**src/rtl/link_pkg.sv**
```systemverilog
// Shared definitions for the req/ack link transmitter.
// Holds the handshake FSM state type, default widths and a helper that sizes
// occupancy counters.
package link_pkg;

  localparam int unsigned LINK_DW   = 8;
  localparam int unsigned LINK_SYNC = 2;

  typedef enum logic [1:0] {
    StIdle,
    StReqHi,
    StReqLo,
    StAbort
  } link_state_e;

  // Bits needed to hold a count from 0 to depth inclusive.
  function automatic int unsigned level_width(input int unsigned depth);
    return $clog2(depth + 1);
  endfunction

endpackage

```
**src/rtl/link_fifo.sv**
```systemverilog
// Word FIFO buffering producer data ahead of the req/ack handshake.
// Ports:
//   clk, rst   clock and synchronous active-low reset
//   push, wdata  write request and word (ignored while full)
//   pop        remove head word (ignored while empty)
//   head       word at the read pointer, valid while not empty
//   level      occupancy, 0..DEPTH
//   full, empty  occupancy flags
module link_fifo
  import link_pkg::*;
#(
  parameter int unsigned DW    = LINK_DW,
  parameter int unsigned DEPTH = 4
) (
  input  logic                            clk,
  input  logic                            rst,
  input  logic                            push,
  input  logic [DW-1:0]                   wdata,
  input  logic                            pop,
  output logic [DW-1:0]                   head,
  output logic [level_width(DEPTH)-1:0]   level,
  output logic                            full,
  output logic                            empty
);

  localparam int unsigned AW = $clog2(DEPTH);
  localparam int unsigned LW = level_width(DEPTH);

  logic [DW-1:0] mem_q [DEPTH];
  logic [AW-1:0] wptr_q;
  logic [AW-1:0] rptr_q;
  logic [LW-1:0] level_q;
  logic          do_push;
  logic          do_pop;

  assign full    = (level_q == LW'(DEPTH));
  assign empty   = (level_q == '0);
  assign do_push = push & ~full;
  assign do_pop  = pop & ~empty;
  assign head    = mem_q[rptr_q];
  assign level   = level_q;

  // DEPTH is a power of two, so the pointers wrap by natural overflow.
  always_ff @(posedge clk) begin
    if (!rst) begin
      wptr_q  <= '0;
      rptr_q  <= '0;
      level_q <= '0;
    end else begin
      if (do_push) begin
        wptr_q <= wptr_q + AW'(1);
      end
      if (do_pop) begin
        rptr_q <= rptr_q + AW'(1);
      end
      if (do_push && !do_pop) begin
        level_q <= level_q + LW'(1);
      end else if (do_pop && !do_push) begin
        level_q <= level_q - LW'(1);
      end
    end
  end

  // Storage needs no reset; only pointers and level define validity.
  always_ff @(posedge clk) begin
    if (do_push) begin
      mem_q[wptr_q] <= wdata;
    end
  end

endmodule

```
**src/rtl/link_tx_hs4.sv**
```systemverilog
// Buffered 4-phase req/ack link master.
// Words from a valid/ready producer are queued in a FIFO and sent one at a
// time over req/ack to a slave that may live in another clock domain. A wait
// phase that runs too long flags err_timeout; a word whose request times out
// is retried up to MAX_RETRY times and then discarded with a drop pulse.
// Ports:
//   clk, rst            clock and synchronous active-low reset
//   in_valid/in_ready/in_data  producer interface
//   req, data           handshake request and word to the slave
//   ack                 slave acknowledge (asynchronous, synchronised here)
//   busy                FIFO non-empty or handshake in progress
//   level               FIFO occupancy
//   sent_cnt            completed transfers, wrapping
//   drop                one-cycle pulse when a word is discarded
//   err_timeout         sticky timeout flag
module link_tx_hs4
  import link_pkg::*;
#(
  parameter int unsigned DW          = LINK_DW,
  parameter int unsigned DEPTH       = 4,
  parameter int unsigned SYNC_STAGES = LINK_SYNC,
  parameter int unsigned TIMEOUT     = 64,
  parameter int unsigned MAX_RETRY   = 2
) (
  input  logic                          clk,
  input  logic                          rst,
  input  logic                          in_valid,
  output logic                          in_ready,
  input  logic [DW-1:0]                 in_data,
  output logic                          req,
  output logic [DW-1:0]                 data,
  input  logic                          ack,
  output logic                          busy,
  output logic [level_width(DEPTH)-1:0] level,
  output logic [15:0]                   sent_cnt,
  output logic                          drop,
  output logic                          err_timeout
);

  localparam int unsigned TW = $clog2(TIMEOUT);
  localparam int unsigned RW = (MAX_RETRY > 0) ? $clog2(MAX_RETRY + 1) : 1;
  localparam logic [TW-1:0] TIMER_MAX = TW'(TIMEOUT - 1);
  localparam logic [RW-1:0] RETRY_MAX = RW'(MAX_RETRY);

  link_state_e state_q, state_d;
  logic [TW-1:0] timer_q, timer_d;
  logic [RW-1:0] retry_q, retry_d;
  logic          req_q, req_d;
  logic [DW-1:0] data_q, data_d;
  logic [15:0]   sent_q, sent_d;
  logic          err_q, err_d;
  logic          drop_q, drop_d;

  logic [SYNC_STAGES-1:0] ack_sync_q;
  logic                   ack_s;
  logic                   timed_out;

  logic          fifo_push;
  logic          fifo_pop;
  logic [DW-1:0] fifo_head;
  logic          fifo_full;
  logic          fifo_empty;

  assign in_ready  = ~fifo_full;
  assign fifo_push = in_valid & in_ready;

  link_fifo #(
    .DW    (DW),
    .DEPTH (DEPTH)
  ) u_fifo (
    .clk   (clk),
    .rst   (rst),
    .push  (fifo_push),
    .wdata (in_data),
    .pop   (fifo_pop),
    .head  (fifo_head),
    .level (level),
    .full  (fifo_full),
    .empty (fifo_empty)
  );

  assign ack_s     = ack_sync_q[SYNC_STAGES-1];
  assign timed_out = (timer_q == TIMER_MAX);

  // State register, including the ack synchroniser chain.
  always_ff @(posedge clk) begin
    if (!rst) begin
      ack_sync_q <= '0;
      state_q    <= StIdle;
      timer_q    <= '0;
      retry_q    <= '0;
      req_q      <= 1'b0;
      data_q     <= '0;
      sent_q     <= '0;
      err_q      <= 1'b0;
      drop_q     <= 1'b0;
    end else begin
      ack_sync_q <= (ack_sync_q << 1) | SYNC_STAGES'(ack);
      state_q    <= state_d;
      timer_q    <= timer_d;
      retry_q    <= retry_d;
      req_q      <= req_d;
      data_q     <= data_d;
      sent_q     <= sent_d;
      err_q      <= err_d;
      drop_q     <= drop_d;
    end
  end

  // Next-state and registered-output updates.
  always_comb begin
    state_d = state_q;
    retry_d = retry_q;
    req_d   = req_q;
    data_d  = data_q;
    sent_d  = sent_q;
    err_d   = err_q;
    drop_d  = 1'b0;
    unique case (state_q)
      StIdle: begin
        // Never raise req while the previous ack is still visible.
        if (!fifo_empty && !ack_s) begin
          data_d  = fifo_head;
          req_d   = 1'b1;
          state_d = StReqHi;
        end
      end
      StReqHi: begin
        if (ack_s) begin
          req_d   = 1'b0;
          sent_d  = sent_q + 16'd1;
          retry_d = '0;
          state_d = StReqLo;
        end else if (timed_out) begin
          err_d   = 1'b1;
          req_d   = 1'b0;
          state_d = StAbort;
        end
      end
      StReqLo: begin
        if (!ack_s) begin
          state_d = StIdle;
        end else if (timed_out) begin
          // Word already counted; IDLE keeps req low until ack_s clears.
          err_d   = 1'b1;
          state_d = StIdle;
        end
      end
      StAbort: begin
        if (!ack_s) begin
          if (retry_q < RETRY_MAX) begin
            retry_d = retry_q + RW'(1);
          end else begin
            drop_d  = 1'b1;
            retry_d = '0;
          end
          state_d = StIdle;
        end
      end
      default: state_d = StIdle;
    endcase
    // Timer restarts on every state change and saturates otherwise.
    if (state_d != state_q) begin
      timer_d = '0;
    end else if (timed_out) begin
      timer_d = timer_q;
    end else begin
      timer_d = timer_q + TW'(1);
    end
  end

  // Combinational outputs.
  always_comb begin
    fifo_pop = 1'b0;
    unique case (state_q)
      StReqHi: fifo_pop = ack_s;
      StAbort: fifo_pop = !ack_s && (retry_q >= RETRY_MAX);
      default: fifo_pop = 1'b0;
    endcase
  end

  assign busy        = !fifo_empty || (state_q != StIdle);
  assign req         = req_q;
  assign data        = data_q;
  assign sent_cnt    = sent_q;
  assign drop        = drop_q;
  assign err_timeout = err_q;

endmodule

```
**config.mk**
```make
export PLATFORM = sky130hd
export DESIGN_NAME = link_tx_hs4
export DESIGN_NICKNAME = d
export VERILOG_FILES = /design/src/rtl/link_pkg.sv /design/src/rtl/link_fifo.sv /design/src/rtl/link_tx_hs4.sv
export SDC_FILE = /design/constraint.sdc
export NUM_CORES = 1
export LEC_CHECK = 0
export CORE_MARGIN = 3
export CORE_UTILIZATION = 49
export CTS_CLUSTER_SIZE = 24
export DETAILED_ROUTE_END_ITERATION = 12
export PLACE_DENSITY = 0.8
export SLEW_MARGIN = 10
export SYNTH_ARGS = -nofsm -noshare
export SYNTH_HDL_FRONTEND = slang
export SYNTH_HIERARCHICAL = 1
export SYNTH_SLANG_ARGS = --single-unit
```
**constraint.sdc**
```tcl
create_clock -name clk -period 2.2 [get_ports clk]
set_clock_uncertainty 0.15 [all_clocks]
set_input_delay 0.55 -clock clk [delete_from_list [all_inputs] [get_ports clk]]
set_output_delay 0.55 -clock clk [all_outputs]
set_load 0.02 [all_outputs]
```
---- Yosys cells after proc, flatten, opt, wreduce, memory -nomap -nowiden ----
Memories as Yosys holds them, arrays and structs flattened. A register that Yosys moved wholly into a read port is not among the register bits.
Index checks and enable logic that the tools add are counted.
operators by class
  $mul .................................... 0
  bitwise operators ....................... 8
  order comparisons ....................... 2
  shift-type cells ........................ 0
  $add $sub $neg .......................... 7
  reductions and logical operators ........ 24
  div/mod/pow operators ................... 0
  eq/ne operators ......................... 12
  muxes and demuxes ....................... 25
operators by type and width
  operator                                        number
  two-way mux 2 bit                               9
  adder 16 x 1 -> 16 bit (second input constant)  1
  != test 2 bit (second input constant)           5
  nonzero test 2 bit                              5
  two-way mux 1 bit                               9
  AND reduction 3 bit                             3
  case mux 2 bit (4 select lines)                 1
  adder 2 x 1 -> 2 bit (second input constant)    3
  adder 6 x 1 -> 6 bit (second input constant)    1
  == test 6 bit (second input constant)           1
  two-way mux 3 bit                               2
  case mux 1 bit (2 select lines)                 3
  zero test 1 bit                                 5
  == test 2 bit (second input constant)           2
  logical AND 1 bit                               4
  NOT 1 bit                                       4
  case mux 2 bit (2 select lines)                 1
  AND reduction 2 bit                             2
  adder 3 x 1 -> 3 bit (second input constant)    1
  bitwise AND 1 bit                               3
  == test 3 bit (second input constant)           1
  zero test 3 bit                                 1
  != test 3 bit (second input constant)           1
  OR reduction 3 bit                              1
  9 further kinds                                 9
storage, ports and cells
  bits in read-only memories .............. 0
  bits of input ports ..................... 12
  memories kept ........................... 1
  latch bits .............................. 0
  logic and storage cells ................. 90
  register bits ........................... 38
  memory bits (writable) .................. 32
memories
  memory        depth  width  read ports  clocked after memory_dff  wr ports  line             text
  u_fifo.mem_q  4      8      1           1                         1         link_fifo.sv:29  logic [DW-1:0] mem_q [DEPTH];

---- Logic depth before layout (Yosys ltp) ----
Gate-level depths: netlist (run 1).
  word-level depth ........................ 8
  mapped depth ............................ 11

---- By module ----
The synthesis (run 1) kept the hierarchy.
modules (own cells, without submodules)
  module       instances  sequential area each (um^2)  cells an instance  area each (um^2)
  link_tx_hs4  1          780.7                        194                1716.6
  link_fifo    1          1141.1                       90                 1639.1

---- Least setup slack after synthesis (run 1) ----
OpenSTA, ideal clock, no wires.
  kind .................................... reg2reg
  start ................................... register ack_sync_q[1]
  end ..................................... register u_fifo.level_q[2], in the netlist u_fifo/level[2]
  slack ................................... -0.251 ns
  data arrival time ....................... 2.230 ns
  cell stages (with the launch flop) ...... 12
  path buffers ............................ 2
  path through ............................ dfxtp_1 -> buf_6 -> clkbuf_1 -> nand3b_1 -> a21boi_0 -> o31ai_2 -> ha_1 -> inv_1 -> fa_1 -> xor2_1 -> or3_1 -> a21boi_1
on the way
  word-level cells in the longest chain between the ends .. 7
RTL lines
  what                                                     line                text
  start: declaration                                       link_tx_hs4.sv:54   logic [SYNC_STAGES-1:0] ack_sync_q;
  start signal: assignment                                 link_tx_hs4.sv:98   ack_sync_q <= (ack_sync_q << 1) | SYNC_STAGES'(ack);
  zero test 1 bit                                          link_tx_hs4.sv:177  StAbort: fifo_pop = !ack_s && (retry_q >= RETRY_MAX);
  logical AND 1 bit                                        link_tx_hs4.sv:177
  case mux 1 bit (2 select lines) *                        link_tx_hs4.sv:175  unique case (state_q)
  named net fifo_pop                                       link_tx_hs4.sv:59   logic fifo_pop;
  bitwise AND 1 bit *                                      link_fifo.sv:39     assign do_pop = pop & ~empty;
  zero test 1 bit                                          link_fifo.sv:56     if (do_push && !do_pop) begin
  logical AND 1 bit                                        link_fifo.sv:56
  two-way mux 3 bit or nonzero test 2 bit (tied branches)  n/a
  end signal: assignment                                   link_fifo.sv:57     level_q <= level_q + LW'(1);
  end signal: assignment                                   link_fifo.sv:59     level_q <= level_q - LW'(1);
  end: declaration                                         link_fifo.sv:32     logic [LW-1:0] level_q;
The timed path passes the listed nets; every way through them passes the cells marked *.
A chain may end at the register's enable or synchronous reset.

---- Worst setup path after layout (run 1) ----
  start ................................... register u_fifo.level_q[2], in the netlist u_fifo/level[2]
  end ..................................... register u_fifo.level_q[2], in the netlist u_fifo/level[2]
on the way
  word-level cells in the longest chain between the ends .. 7
RTL lines
  what                          line                                text
  == test 3 bit                 link_fifo.sv:36                     assign full = (level_q == LW'(DEPTH));
  NOT 1 bit                     link_fifo.sv:38, link_tx_hs4.sv:64
  bitwise AND 1 bit             link_tx_hs4.sv:65                   assign fifo_push = in_valid & in_ready;
  bitwise AND 1 bit             link_fifo.sv:38                     assign do_push = push & ~full;
  zero test 1 bit               link_fifo.sv:58                     end else if (do_pop && !do_push) begin
  logical AND 1 bit             link_fifo.sv:58
  nonzero test 2 bit (no line)  n/a
Parallel ways exist; a longest one is shown, timed or not. The select of a mux whose other input is x is not followed.

==> results of run 1 <==
[worst max-delay path, stage by stage, from the launching register on]
cell      delay [ns]
dfxtp_4         0.36
buf_12          0.13
o31ai_4         0.30
ha_4            0.19
inv_2           0.03
fa_2            0.33
xor2_1          0.15
or3_1           0.30
a21boi_1        0.13
[layer usage]
metal,vias to the layer above,part of all wire [%],track usage [%]
li1,1148,-,-
met1,1128,45,23.95
met2,49,50,28.34
met3,8,3.6,3.166
met4,0,1.2,7.143
met5,-,0,0
[area by class of cell]
cell class	instances	area [um2]	share of cell area, %
clock buffer	11	131.4	3.060
clock inverter	5	57.56	1.341
inverter	5	18.77	0.4372
multi-input combinational	186	1396	32.53
sequential	80	1938	45.15
tap	77	96.34	2.244
timing repair buffer	65	654.4	15.24
[cell usage after synthesis, drive strengths merged (3+ instances only)]
library cell	n	area (um2)
xnor2	7	61.31
xor2	8	70.07
nor4	3	18.77
edfxtp	32	960.9
nand2b	4	25.02
mux4	8	180.2
nand4	6	43.79
ha	7	87.58
and2	12	75.08
dfxtp	48	960.9
nand2	16	67.56
inv	5	18.76
buf	9	56.30
nor2b	5	31.28
a31oi	3	18.77
a21oi	7	35.03
mux2i	13	130.1
clkbuf	4	15.01
or3	3	18.77
o21ai	4	20.02
nor2	36	135.1
nand3	9	45.04
nor3	9	45.04
[worst max-delay path by stage]
| stage | startpoint | end | slack (ns) | cells after the start |
|---|---|---|---|---|
| 2_1_floorplan | ack_sync_q[1]$_SDFF_PN0_ | u_fifo/level[2]$_SDFFE_PN0P_ | 0.02 | 11 |
| 3_3_place_gp | in_valid | u_fifo/level[2]$_SDFFE_PN0P_ | -0.40 | 9 |
| 3_5_place_dp | in_valid | u_fifo/level[2]$_SDFFE_PN0P_ | -0.46 | 9 |
| 4_1_cts | u_fifo/level[2]$_SDFFE_PN0P_ | u_fifo/level[2]$_SDFFE_PN0P_ | -0.02 | 8 |
| 5_1_grt | u_fifo/level[2]$_SDFFE_PN0P_ | u_fifo/level[2]$_SDFFE_PN0P_ | -0.007 | 8 |
| 6_report | u_fifo/level[2]$_SDFFE_PN0P_ | u_fifo/level[2]$_SDFFE_PN0P_ | 0.05 | 8 |
[cells by family after synthesis]
| family | after synthesis |
|---|---|
| mux | 23 |
| simple gates | 112 |
| flops | 80 |
| buf+inv | 18 |
| compound gates | 28 |
| fa+ha+maj | 8 |
| xor+xnor | 15 |
[power by group]
part	internal (mW)	switching (mW)
combinational	0.738	0.685
clock	0.523	0.508
sequential	1.79	0.158
total	3.05	1.35
[through the flow]
stage	utilization (%)	total power [mW]	setup slack, ns
2_1_floorplan	-	2.770	0.01949
3_3_place_gp	62.49	3.298	-0.3956
3_5_place_dp	62.49	3.347	-0.4577
4_1_cts	65.98	4.427	-0.01647
5_1_grt	66.10	4.642	-0.007464
6_report	66.10	4.398	0.04982
[placed cells by master (no fill, tap or decap), types with 3 or more instances in the layout]
cell	synthesis	layout
a31oi_1	3	3
nand2b_1	4	4
inv_1	4	3
a21oi_1	7	7
nand4_1	5	5
edfxtp_1	32	32
xnor2_1	7	7
nor3_1	9	8
clkdlybuf4s50_1	0	40
dlygate4sd2_1	0	3
nand3_1	9	9
and2_1	11	11
clkbuf_8	0	9
dfxtp_4	0	4
dfxtp_1	48	43
mux2i_1	13	13
nor2_1	36	36
or3_1	3	3
nor2b_1	5	4
mux4_2	8	8
ha_1	7	6
buf_12	0	5
buf_4	1	17
xor2_1	8	8
o21ai_0	4	4
nand2_1	15	15
[what timing repair did]
action,in CTS,in global routing
gates resized for setup,8,2
buffers inserted,2,0
hold buffers,0,0
setup endpoints to repair,3,2
pin swaps,4,6
[flip-flops by register name, summed over array words and instances (netlist names), 2 cells and up, named ones only]
name / count
data: 8
ack_sync_q: 2
timer_q: 6
u_fifo/wptr_q: 2
u_fifo/level: 3
state_q: 2
sent_cnt: 16
u_fifo/mem_q: 32
retry_q: 2
u_fifo/rptr_q: 2
==> run metrics, run 1 <==
Hold WS=between 0.3 and 0.4 ns; Top Ports=44; Core ar.=roughly 0.0065 mm2; post-route cell area=between 0.004 and 0.005 mm2; vias in the first global route=2,298; area grow syn2layout=27.93%; Overflow after GRT=0; CTS tree=done; worst r2r path cells=8; first-pass GRT wire length=10.67 mm; cell area after synthesis=between 0.003 and 0.004 mm2; Worst Path Arrival=between 2 and 2.5 ns; post-synthesis xor/xnor area fraction=approximately 4%; largest net degree at the start of global routing=16; Post-synth EDFFs=32; Placer Congestion=0.8203; Simple-Gate Fraction of Synth Area=around 17%; Worst Hold Depth=1; Mapped Cells=284; largest family of logic cells by synthesized area=simple AND/OR/NAND/NOR gates; Clk Latency, worst-skew pair=approximately 0.34 ns; HP Start=ack_sync_q[0]$_SDFF_PN0_; WL/cell=14.75 um; Startpoint Class=register; Layout fillers=484; Setup TNS Final=0 ns; Rows=29; I/O Buffers=43; Yosys reg bits=80; maximum fanout along the worst path=6; Setup CP Type=register to register; Clock Path Buffers=2; Syn Area/Cell=around 12 um2; pwr dens=between 1000 and 1500 mW/mm2; DIE AREA=0.007877 mm2; Top FF cell, synth=dfxtp_1; Ys Warns=6; post-synthesis compound-gate area fraction=under 10%; max_cap viols=0; Worst setup EP type=register; final WL=between 6 and 7 mm; Clock Pin Slew Worst Setup and Hold Paths=approximately 0.080 ns; drt drc=0; Antenna Violating Nets Remaining=0; H-Tree Depth=3; CP Data Required Time=between 2 and 2.5 ns; Cell variety after synth=a little over 50; # diodes=0; Root Buffer=clkbuf_8; outcome=finished clean; final worst path period share=97.74%; CTS Buf Count=9; Slew HR=around two thirds; unrepaired setup endpoints after global routing=true; Starting Density=between 50% and 60%; GRT Total Usage=approximately 18%; Slew @ Worst Pin=between 0.4 and 0.5 ns; R2R Path End=u_fifo/level[2]$_SDFFE_PN0P_; Seq/Total Area, Yosys=57.27%; reg-to-reg startpoint=u_fifo/level[2]$_SDFFE_PN0P_; min Tclk post-route=2.150 ns; ys async rst share=0%; nets=367; post-synthesis mux area share=about a tenth; FMAX=465.1 MHz; Leak=1.524 nW; DP Wirelength=~4.4 mm; Die Wd=88.76 um; Die Y=slightly below 90 um; initial antenna violation count=0; Final Max Slew Viols=0; WHS Endpoint=ack_sync_q[1]$_SDFF_PN0_; Cell Count, Final, Fillers Out=around 430; vias=between 2,000 and 2,500; drt via density=between 5 and 6; Setup-failing EPs final=0; final hold viol count=0; Post-Syn Nets=a little over 300; HP Class=register to register; Max VDD drop=0.7758 mV; drt first pass iters=4; r2r setup slk=around 0.05 ns; Area after DPL=between 0.004 and 0.005 mm2; Post-Synth Adder-Cell Area=roughly 3.2%; Inst Count DP=around 410; Sink Count=80; fraction of layout cells with a size suffix above 1=between 15 and 20%; Iter 0 DRT Violations=approximately 140
(Power assumes the default switching activity.)
==> inputs of run 2 (changes only) <==
--- a/config.mk
+++ b/config.mk
@@ -5,7 +5,6 @@
 export SDC_FILE = /design/constraint.sdc
 export NUM_CORES = 1
 export LEC_CHECK = 0
-export CORE_MARGIN = 3
 export CORE_UTILIZATION = 49
 export CTS_CLUSTER_SIZE = 24
 export DETAILED_ROUTE_END_ITERATION = 12
==> run metrics, run 2 (synthesized netlist as in run 1, its figures left out) <==
outcome=finished with violations; failing checks=DRC; Largest register FFs=32 (unchanged); Clock Path Buffers=2 (unchanged); final worst path period share=98.15% (+0.41 points); CP Data Required Time=2.32 ns (about the same); HP Start=ack_sync_q[0]$_SDFF_PN0_; WP buf/inv=2 (unchanged); Startpoint Class=register; Leak=1.550 nW (+1.7%); Switching Power=1.420 mW (+5.1%); nets=369 (+0.54%); DIE AREA=0.007183 mm2 (-8.8%); total power=4.522 mW (+2.8%); Antenna Violating Nets Remaining=0 (unchanged); max_cap viols=0 (unchanged); vias=2,351 (+0.77%); Setup-failing EPs final=0 (unchanged); reg-to-reg startpoint=u_fifo/level[2]$_SDFFE_PN0P_; sequential share of power=43.5% (-0.7 points); Max VDD drop=0.7167 mV (-7.6%); DP Wirelength=4.789 mm (+8.1%); unrepaired setup endpoints after global routing=true; largest net degree at the start of global routing=18 (+2); Setup CP Type=register to register; commonest non-fill, non-tap cell in the layout=dfxtp_1; Switching Fraction=31.40% (+0.68 points); min Tclk post-route=2.159 ns (+0.009115 ns); hold-fix buffers at CTS=0 (unchanged); drt via density=5.455 (+0.30%); R2R Path End=u_fifo/level[2]$_SDFFE_PN0P_; Clk Latency, worst-skew pair=0.34 ns (about the same); Worst Path Arrival=2.28 ns (about the same); Die Wd=84.76 um (-4.5%); Top Ports=44 (unchanged); slowest stage delay, CP=0.36 ns (about the same); initial antenna violation count=0 (unchanged); Final Max Slew Viols=0 (unchanged); Placer Congestion=0.7696 (-6.2%); Inst Count DP=411 (unchanged); Slew HR=61.64% (-5.1 points); Sink Count=80 (unchanged); vias in the first global route=2,351 (+2.3%); fin util=66.40% (+0.31 points); Root Buffer=clkbuf_8; crit-path cells=buf_4 > o31ai_4 > ha_4 > inv_2 > fa_2 > xor2_2 > or3_1 > a21boi_1; Hold WS=0.3085 ns (+0.004251 ns); launch point of the worst path=u_fifo/level[2]$_SDFFE_PN0P_; Cell Count, Final, Fillers Out=431 (+0.47%); FMAX=463.1 MHz (-0.42%); CTS tree=done; Overflow after GRT=0 (unchanged); Starting Density=51.67% (unchanged); GRT Total Usage=20.06% (+2.3 points); I/O Buffers=43 (unchanged); CTS Buf Count=9 (unchanged); final hold viol count=0 (unchanged); Worst setup EP type=register; WL/cell=15.65 um (+6.1%); H-Tree Depth=3 (unchanged); area grow syn2layout=28.52%; pwr dens=1049 mW/mm2 (+2.3%); HP Class=register to register; Top delay family on crit path=adder cells; Slew @ Worst Pin=0.5729 ns (+0.07587 ns); worst r2r path cells=8 (unchanged); drt drc=6 (+6); capture point of the worst path=u_fifo/level[2]$_SDFFE_PN0P_; Clock Pin Slew Worst Setup and Hold Paths=0.08 ns (about the same); fraction of layout cells with a size suffix above 1=18.93% (+1.0 points); most frequent cells in the layout=45 x dfxtp_1, 40 x clkdlybuf4s50_1, 36 x nor2_1; maximum fanout along the worst path=4 (-2); Comb power frac=32.5% (about the same); Setup TNS Final=0 ns (unchanged); r2r setup slk=0.04 ns (about the same); final WL=6.746 mm (+6.6%); instance count on the critical path=8 (unchanged); Die Y=84.76 um (-4.5%); Layout fillers=464 (-4.1%); Core ar.=0.006495 mm2 (unchanged); Slowest cell on crit path=dfxtp_4; largest reg by FF count=u_fifo/mem_q; # diodes=0 (unchanged); Clock power frac=24.0% (+0.5 points); first-pass GRT wire length=10.85 mm (+1.7%); Rows=29 (unchanged); Internal=3.102 mW (+1.8%); Iter 0 DRT Violations=191 (+34%); drt first pass iters=11 (+7)
run 2: cell count changes in the layout (fill, tap and decap cells not counted), moves of 2 or more:
cell	delta
clkbuf_1	-2
clkinv_2	+2
dfxtp_1	+2
clkinvlp_4	-2
inv_6	+2
buf_4	+3
run 2: worst min path at each step:
stage	slack (ns)	cells past startpoint	end
after CTS	0.32	1	ack_sync_q[1]$_SDFF_PN0_
after floorplan	0.26	1	ack_sync_q[1]$_SDFF_PN0_
after detailed placement	0.29	1	ack_sync_q[1]$_SDFF_PN0_
after global placement	0.28	1	ack_sync_q[1]$_SDFF_PN0_
after global routing	0.32	1	ack_sync_q[1]$_SDFF_PN0_
final	0.31	1	ack_sync_q[1]$_SDFF_PN0_
run 2: per-layer routing:
metal  wire, um  part of all wire (%)  vias to the layer above  GRT usage (%)
li1           -                     -                     1155              -
met1       2868                    43                     1104          23.62
met2       3407                    51                       78          33.92
met3        333                   4.9                       14          5.113
met4        137                   2.0                        0          10.48
met5          0                     0                        -              0
run 2: layout make-up:
type	instances	area, um2	area share, %
Timing Repair Buffer	67	656.9	15.23
Tap cell	77	96.34	2.234
Clock inverter	6	66.31	1.538
Clock buffer	10	137.6	3.191
Multi-Input combinational cell	186	1404	32.55
Inverter	5	18.77	0.4352
Sequential cell	80	1933	44.82
run 2: what timing repair did:
item                                    in CTS  in global routing
cloned                                       0                  0
pin swaps                                    4                  4
setup buffers                                3                  1
resized for setup                            7                  1
endpoints found under the hold margin        0                  0
endpoints found under the setup margin       3                  1
run 2: power by group through the flow:
stage	Clock, mW	Combinational, mW	Sequential [mW]
after global placement	0	1.33	1.98
after CTS	1.11	1.45	1.96
final	1.09	1.47	1.97
after detailed placement	0	1.40	2.00
after global routing	1.17	1.59	1.99
after floorplan	0	0.720	2.05
run 2: per-stage QoR:
| step | worst slack (ns) | area, um2 |
|---|---|---|
| after floorplan | 0.01949 | 3411 |
| after global placement | -0.3898 | 4059 |
| after detailed placement | -0.4667 | 4059 |
| after CTS | -0.01462 | 4298 |
| after global routing | -0.03412 | 4313 |
| final | 0.04070 | 4313 |
